--- src/rtl/fetch_sequencer.sv ---
// Instruction fetch sequencer: walks IDLE -> F1 -> F2 -> F3 -> EXEC and back,
// raising the datapath strobes that move PC->MAR, M->MDR and MDR->IR, applying
// PC redirects at the end of EXEC, and latching a sticky FAULT on a memory
// timeout, an illegal redirect source or an unreachable state encoding.
//
// Ports
//   i_CLK            system clock, all state changes on posedge
//   i_RST            synchronous active-high reset
//   i_Run            level, permits fetch to start (IDLE) or continue (EXEC exit)
//   i_Mem_Ready      memory read data valid this cycle
//   i_Exec_Done      execute phase of the current instruction complete
//   i_Redirect_Valid PC redirect request, only looked at with i_Exec_Done in EXEC
//   i_Redirect_Src   redirect PC mux source (01 bus, 10 adder)
//   o_LD_PC/o_PCMUX  PC load enable and PC mux select (00 PC+1, 01 bus, 10 adder)
//   o_GatePC, o_LD_MAR, o_Mem_En, o_LD_MDR, o_GateMDR, o_LD_IR  datapath strobes
//   o_Fetch_Done     one-cycle pulse in the cycle IR is loaded
//   o_Fault          sticky fault flag
//   o_State          current state encoding
module fetch_sequencer #(
  parameter int unsigned TIMEOUT_CYCLES = 16
) (
  input  logic       i_CLK,
  input  logic       i_RST,
  input  logic       i_Run,
  input  logic       i_Mem_Ready,
  input  logic       i_Exec_Done,
  input  logic       i_Redirect_Valid,
  input  logic [1:0] i_Redirect_Src,
  output logic       o_LD_PC,
  output logic [1:0] o_PCMUX,
  output logic       o_GatePC,
  output logic       o_LD_MAR,
  output logic       o_Mem_En,
  output logic       o_LD_MDR,
  output logic       o_GateMDR,
  output logic       o_LD_IR,
  output logic       o_Fetch_Done,
  output logic       o_Fault,
  output logic [2:0] o_State
);

  localparam int unsigned CNT_W     = 8;
  localparam logic [CNT_W-1:0] WAIT_LAST = CNT_W'(TIMEOUT_CYCLES - 1);

  typedef enum logic [2:0] {
    ST_IDLE  = 3'd0,
    ST_F1    = 3'd1,
    ST_F2    = 3'd2,
    ST_F3    = 3'd3,
    ST_EXEC  = 3'd4,
    ST_FAULT = 3'd5
  } state_t;

  state_t           state;
  logic [CNT_W-1:0] wait_cnt;
  logic             redirect_req;
  logic             redirect_ok;
  logic             redirect_bad;

  // Redirect is only meaningful at the EXEC exit; split legal/illegal sources.
  assign redirect_req = (state == ST_EXEC) && i_Exec_Done && i_Redirect_Valid;
  assign redirect_ok  = redirect_req && (i_Redirect_Src == 2'b01 || i_Redirect_Src == 2'b10);
  assign redirect_bad = redirect_req && (i_Redirect_Src == 2'b00 || i_Redirect_Src == 2'b11);

  // State register and F2 wait counter; the counter is held at zero outside F2.
  always_ff @(posedge i_CLK) begin
    if (i_RST) begin
      state    <= ST_IDLE;
      wait_cnt <= '0;
    end else begin
      wait_cnt <= '0;
      case (state)
        ST_IDLE: begin
          if (i_Run) state <= ST_F1;
        end
        ST_F1: begin
          state <= ST_F2;
        end
        ST_F2: begin
          // Ready is still accepted in the last allowed wait cycle.
          if (i_Mem_Ready) begin
            state <= ST_F3;
          end else if (wait_cnt == WAIT_LAST) begin
            state <= ST_FAULT;
          end else begin
            wait_cnt <= wait_cnt + CNT_W'(1);
          end
        end
        ST_F3: begin
          state <= ST_EXEC;
        end
        ST_EXEC: begin
          if (i_Exec_Done) begin
            if (redirect_bad) state <= ST_FAULT;
            else if (i_Run)   state <= ST_F1;
            else              state <= ST_IDLE;
          end
        end
        ST_FAULT: begin
          state <= ST_FAULT;
        end
        default: begin
          state <= ST_FAULT;
        end
      endcase
    end
  end

  // Output decode of the state register; strobes are suppressed while reset is sampled.
  always_comb begin
    o_LD_PC      = 1'b0;
    o_PCMUX      = 2'b00;
    o_GatePC     = 1'b0;
    o_LD_MAR     = 1'b0;
    o_Mem_En     = 1'b0;
    o_LD_MDR     = 1'b0;
    o_GateMDR    = 1'b0;
    o_LD_IR      = 1'b0;
    o_Fetch_Done = 1'b0;
    o_Fault      = (state == ST_FAULT);
    o_State      = state;
    if (!i_RST) begin
      case (state)
        ST_F1: begin
          o_GatePC = 1'b1;
          o_LD_MAR = 1'b1;
          o_LD_PC  = 1'b1;
        end
        ST_F2: begin
          o_Mem_En = 1'b1;
          o_LD_MDR = i_Mem_Ready;
        end
        ST_F3: begin
          o_GateMDR    = 1'b1;
          o_LD_IR      = 1'b1;
          o_Fetch_Done = 1'b1;
        end
        ST_EXEC: begin
          if (redirect_ok) begin
            o_LD_PC = 1'b1;
            o_PCMUX = i_Redirect_Src;
          end
        end
        default: begin
        end
      endcase
    end
  end

endmodule

--- config.mk ---
export PLATFORM = sky130hd
export DESIGN_NAME = fetch_sequencer
export DESIGN_NICKNAME = d
export VERILOG_FILES = /design/src/rtl/fetch_sequencer.sv
export SDC_FILE = /design/constraint.sdc
export NUM_CORES = 1
export LEC_CHECK = 0
export BUFFER_PORTS_ARGS = -buffer_cell sky130_fd_sc_hd__buf_2
export CORE_MARGIN = 3
export CORE_UTILIZATION = 42
export DETAILED_ROUTE_END_ITERATION = 10
export PLACE_DENSITY = 0.83
export SYNTH_ARGS = -nofsm -noshare
export SYNTH_HDL_FRONTEND = slang
export SYNTH_SLANG_ARGS = --single-unit
--- constraint.sdc ---
create_clock -name i_CLK -period 1.3 [get_ports i_CLK]
set_input_delay 0.325 -clock i_CLK [delete_from_list [all_inputs] [get_ports i_CLK]]
set_output_delay 0.325 -clock i_CLK [all_outputs]
set_load 0.02 [all_outputs]
* Word level (Yosys, flattened, before mapping)
Index checks and enable logic that the tools add are counted.
** Operators by class
- Add/subtract/negate cells :: 1
- $mul :: 0
- Div/mod/pow operators :: 0
- Order comparisons :: 0
- Eq/ne operators :: 12
- Shift operators :: 0
- Multiplexer cells :: 21
- Bitwise logic cells :: 1
- Reduce and logical (&&, ||, !) cells :: 10
** Operator list (count)
- two-way mux 3 bit :: 5
- case mux 3 bit (5 select lines) :: 1
- two-way mux 1 bit :: 11
- adder 8 x 1 -> 8 bit (second input constant) :: 1
- == test 8 x 4 -> 1 bit (second input constant) :: 1
- == test 3 x 2 -> 1 bit (second input constant) :: 2
- == test 3 bit (second input constant) :: 2
- two-way mux 2 bit :: 3
- == test 2 bit (second input constant) :: 2
- logical AND 1 bit :: 4
- inequality test 2 bit (second input constant) :: 2
- OR reduction 4 bit :: 1
- == test 3 x 1 -> 1 bit (second input constant) :: 1
- logical NOT 3 bit :: 1
- inequality test 3 bit (second input constant) :: 1
- AND reduction 3 bit :: 1
- == test 2 x 1 -> 1 bit (second input constant) :: 1
- logical NOT 2 bit :: 1
- logical OR 1 bit :: 2
- case mux 1 bit (2 select lines) :: 1
- inverter 1 bit :: 1
** Word-level totals
- Flip-flop bits (word level) :: 11
- Latch bits :: 0
- Bits in writable memories :: 0
- ROM bits :: 0
- Bits of input ports :: 8
- Output and inout bits :: 14
- Logic and storage cells :: 47
- Memories kept :: 0

* Logic depth before layout (Yosys ltp)
- Depth after elaboration :: 7
- Mapped depth :: 6
- Gate-level depth less buffers :: 5

* Worst setup path before layout
Ideal clock, no wire load.
- Path type :: register -> output
- Start :: register state[0], in the netlist o_State[0]
- End :: output port o_LD_PC
- Arrival :: 1.734 ns
- Required time :: 0.975 ns
- Path slack :: -0.759 ns
- Cell stages (with the launch flop) :: 5
- Buffers on the path :: 1
- Cell sequence :: dfxtp_1 > clkbuf_1 > nand2b_1 > nor3_1 > o21bai_1
** On the way
- Cells in the longest elaborated chain, start to end :: 7
- Elaborated cells on any way between the ends :: 8
- Classes of those cells :: eq/ne (2); mux (3); reduce/logical (3)
** Ends and longest elaborated chain
- start, declared :: line 54 : state_t state;
- start signal, assigned :: line 68 : state <= ST_IDLE;
- start signal, assigned :: line 74 : if (i_Run) state <= ST_F1;
- start signal, assigned :: line 77 : state <= ST_F2;
- == test 3 bit :: line 61, 123
- logical AND 1 bit (2 in a row) :: line 61 : assign redirect_req = (state == ST_EXEC) && i_Exec_Done && i_Redirect_Valid;
- logical AND 1 bit :: line 62 : assign redirect_ok = redirect_req && (i_Redirect_Src == 2'b01 || i_Redirect_Src == 2'b10);
- two-way mux 1 bit :: line 139 : if (redirect_ok) begin
- case mux 1 bit (2 select lines) (*) :: line 123 : case (state)
- two-way mux 1 bit (*) :: line 122 : if (!i_RST) begin
- end, declared :: line 29 : output logic o_LD_PC,
Every way passes the cells marked *; elsewhere a longest branch is shown, timed or not.

* Worst setup path in the final report
- Start :: register state[1], in the netlist o_State[1]
- End :: output port o_PCMUX[1]
** On the way
- Cells in the longest elaborated chain, start to end :: 7
** Ends and longest elaborated chain
- == test 3 bit (*) :: line 61, 123
- logical AND 1 bit (2 in a row) :: line 61
- logical AND 1 bit :: line 62
- two-way mux 2 bit :: line 139
- two-way mux 2 bit (*) :: line 123
- two-way mux 2 bit (*) :: line 122
- end, declared :: line 30 : output logic [1:0] o_PCMUX,
Marks and branches as above.

==> qor.txt <==
WORST SETUP PATH
----------------------------------------------------------------------------------------
CP bufs+invs ..............................................................            2
Reg2reg path depth ........................................................            6
Slowest Stage Delay on Critical Path ......................................      0.35 ns
Worst EP required .........................................................      0.98 ns
Cell-by-cell listing of the critical path ................................. and2b_2 -> nand4_1 -> buf_6 -> nor3b_4 -> buf_6
Element type at the critical path end .....................................  output port
Origin of the worst setup path ............................................ o_State[1]$_SDFFE_PP0P_
Critical path data arrival time ...........................................      1.41 ns
Cell class contributing the biggest share of worst-path delay ............. simple AND/OR/NAND/NOR gates
Category of the most critical setup path .................................. flop to output port
Beginning of the worst register-to-register path .......................... o_State[0]$_SDFFE_PP0P_
Sort of element at the start of the critical path .........................         flop
Cell depth of the worst setup path ........................................            5
Reg-to-reg slack, setup ...................................................     -0.20 ns
CP dominant cell by count ................................................. sky130_fd_sc_hd__buf_6
Crit-path slowest cell .................................................... sky130_fd_sc_hd__dfxtp_4
Largest fanout on the critical path .......................................            4

YOSYS
----------------------------------------------------------------------------------------
Proportion of netlist area held by the largest area contributor ...........        35.0%
Dominant cells by area after synthesis .................................... sky130_fd_sc_hd__dfxtp_1 (35%), sky130_fd_sc_hd__nor2_1 (7.8%), sky130_fd_sc_hd__xor2_1 (7.0%)
Yosys top cell by area .................................................... sky130_fd_sc_hd__dfxtp_1
Async set-reset flop share out of synthesis ...............................           0%
Register area share after synthesis .......................................        35.0%
Number of warnings issued by yosys ........................................            0
Flip-flop and latch count after synthesis .................................           11
Dominant synthesized flop cell ............................................ sky130_fd_sc_hd__dfxtp_1
Count of unique library cells instantiated by Yosys .......................           29
Syn nets ..................................................................           83
Number of flops mapped to enable cells by yosys ...........................            0
Gate Count Post-Synth .....................................................           74
Mean instance size in the synthesized netlist .............................     8.50 um2
Cell Area, Synth ..........................................................      629 um2

CLOCKING
----------------------------------------------------------------------------------------
CTS H-Tree Depth ..........................................................            1
Clk slew on worst S/H paths ...............................................      0.06 ns
CTS buffer count ..........................................................            3
Cell at the root of the clock tree ........................................ sky130_fd_sc_hd__clkbuf_4
Source-to-sink clock delay at the later pin of the worst-skew pair ........      0.27 ns
Maximum clock insertion buffer count ......................................            2
CTS tree ..................................................................          yes
Total clock sinks .........................................................           11

CELLS AND AREA
----------------------------------------------------------------------------------------
Footprint of the multi-input gates ........................................      475 um2
Antenna diode instance count ..............................................            0
Number of fill cells ......................................................           75
Leading cell type in the layout, fill and taps excluded ................... sky130_fd_sc_hd__buf_4
Top library cells by usage in the layout, fill and taps aside ............. sky130_fd_sc_hd__buf_4 (20), sky130_fd_sc_hd__buf_6 (18), sky130_fd_sc_hd__buf_2 (8), sky130_fd_sc_hd__nor2_1 (7)
Final-stage net count .....................................................          130
Area grow syn2layout ......................................................        84.1%
Core occupancy in the finished layout .....................................        85.8%
Non-filler cells, final ...................................................          135
Storage cell area .........................................................      234 um2
Layout cells sized above 1 ................................................        64.2%
Design area ...............................................................     1160 um2

TIMING
----------------------------------------------------------------------------------------
Clock period minus final worst setup slack ................................      1.74 ns
Final Hold Violating Endpoints ............................................            0
Fin Setup TNS .............................................................     -5.03 ns
Actual slew at the worst max-slew pin .....................................     0.281 ns
Fin crit share ............................................................         134%
RSZ-0062 raised after global routing ......................................         true
Worst relative slew slack .................................................        81.2%
Final slew viol count .....................................................            0
Clock tree skew after final layout ........................................   0.00248 ns
Final hold slack ..........................................................     0.433 ns
Endpoints failing setup ...................................................           22
Final critical-path setup slack ...........................................    -0.438 ns
Max Freq ..................................................................      575 MHz

WORST HOLD PATH
----------------------------------------------------------------------------------------
Min-delay worst type ...................................................... input port to flop
Count of cells along the worst hold path ..................................            4
Worst Hold Launch .........................................................        i_Run

GLOBAL ROUTING
----------------------------------------------------------------------------------------
Global routing usage summed across all routing layers .....................        21.4%
Antenna violations before repair ..........................................            0
GRT Residual Overflow .....................................................            0
Wire length of the first global-routing pass ..............................      3.10 mm
Number of global-route vias before repair .................................          702
Largest net degree at the start of global routing .........................            9

OUTCOME
----------------------------------------------------------------------------------------
Violations in the final reports ........................................... setup timing
Outcome ................................................................... finished with violations

DIE
----------------------------------------------------------------------------------------
Starting utilization of the core area .....................................        46.6%
Die outline width .........................................................      44.7 um
Die Footprint .............................................................     2000 um2
Number of placed I/O pins .................................................           22
Area of the core ..........................................................     1350 um2
Die H .....................................................................      44.7 um
Site Rows .................................................................           13

ROUTING
----------------------------------------------------------------------------------------
Met3 routed wirelength ....................................................       107 um
Post-DR wirelength/cell ...................................................      15.0 um
Per-cell via count in the routed design ...................................         5.34
Met2 Wirelength ...........................................................      1.07 mm
Routed via count ..........................................................          721
Detail Route Antenna Nets .................................................            0
Number of search-and-repair iterations in the first detailed-routing pass .            4
DRC violation total after the first TritonRoute iteration .................           22
# DRC .....................................................................            0
Highest routing layer actually used .......................................         met4
Wire length on met1 .......................................................       839 um
Final WL ..................................................................      2.03 mm

PLACED DESIGN
----------------------------------------------------------------------------------------
Buffers added on ports ....................................................           21
Placed inst area ..........................................................      926 um2
Number of placed instances, taps included .................................          124
RePlAce Congestion ........................................................        0.806
Detailed placer's ending HPWL .............................................      1.28 mm

PWR
----------------------------------------------------------------------------------------
Highest ir drop seen on vdd ...............................................       778 uV
Combinational share of power ..............................................        33.8%
Total power density per cell area .........................................   774 nW/um2
Net switching component of the power ......................................       269 uW
Leakage ...................................................................  0.000517 uW
Power share of the clock group ............................................        25.6%
Share of power burned in registers ........................................        40.6%
Internal power component ..................................................       628 uW
Sw Ratio ..................................................................        30.0%

JOB
----------------------------------------------------------------------------------------
Maximum Capacitance Violations ............................................            0

[repair_timing]
item                       CTS  global route
cloned                       1             0
buffers inserted             3             4
resized for setup           29            19
pin swaps                   10             2
setup endpoints to repair   23            24
hold buffers                 0             0
[final timing paths]
kind	end
min	o_State[2]$_SDFFE_PP0P_
max	o_PCMUX[1]
min reg2reg	wait_cnt[0]$_SDFF_PP0_
max reg2reg	o_State[1]$_SDFFE_PP0P_
[cell families (layout without fill, tap and decap cells)]
logic type	count (synthesis)	after routing	share of synthesized area, %
buffers and inverters	8	53	7.75
adder cells (fa/ha/maj)	1	1	1.99
AND/OR/NAND/NOR	40	41	37.2
flip-flops	11	11	35.0
multiplexers	1	1	1.79
XOR/XNOR	7	7	9.74
AO/OA/AOI/OAI	6	6	6.56
[state kept, by name, summed over array words and instances (netlist names)]
name / cells
o_State: 3
wait_cnt: 8
[worst register-to-register path, delay by kind of cell, from the launching register on]
kind	cells	cell delay [ns]
DFF	1	0.37
buffers and inverters	3	0.34
and+or+nand+nor	2	0.61
AOI/OAI and AO/OA	1	0.08
[power groups by stage]
| stage | Combinational, uW | Sequential [uW] | Clock (uW) |
|---|---|---|---|
| 2_1_floorplan | 126 | 388 | 0 |
| 3_3_place_gp | 224 | 371 | 0 |
| 3_5_place_dp | 231 | 372 | 0 |
| 4_1_cts | 269 | 365 | 235 |
| 5_1_grt | 319 | 367 | 260 |
| 6_report | 303 | 365 | 229 |
[cell usage after synthesis (all sizes together), types with 3 or more instances]
master,n
nor2,13
dfxtp,11
nand3,7
xor2,5
buf,4
and3,3
inv,3
nand2b,3
nor3b,3
[per-layer routing]
metal,track usage [%],vias up
li1,-,352
met1,25.5,342
met2,36.1,25
met3,8.76,2
met4,4.22,0
met5,0,-
[through the flow]
stage	power, uW	setup WS, ns
after floorplan	515	-0.236
after global routing	946	-0.500
final	897	-0.438
after CTS	868	-0.424
after detailed placement	603	-0.232
after global placement	595	-0.160
[layout make-up]
class | instances | share of cell area, %
Sequential cell | 11 | 20.2
Clock buffer | 4 | 2.27
Inverter | 3 | 0.972
Timing Repair Buffer | 46 | 33.9
Multi-Input combinational cell | 56 | 41.0
Tap cell | 15 | 1.62
Note: power is estimated with default switching activity, not from simulation.
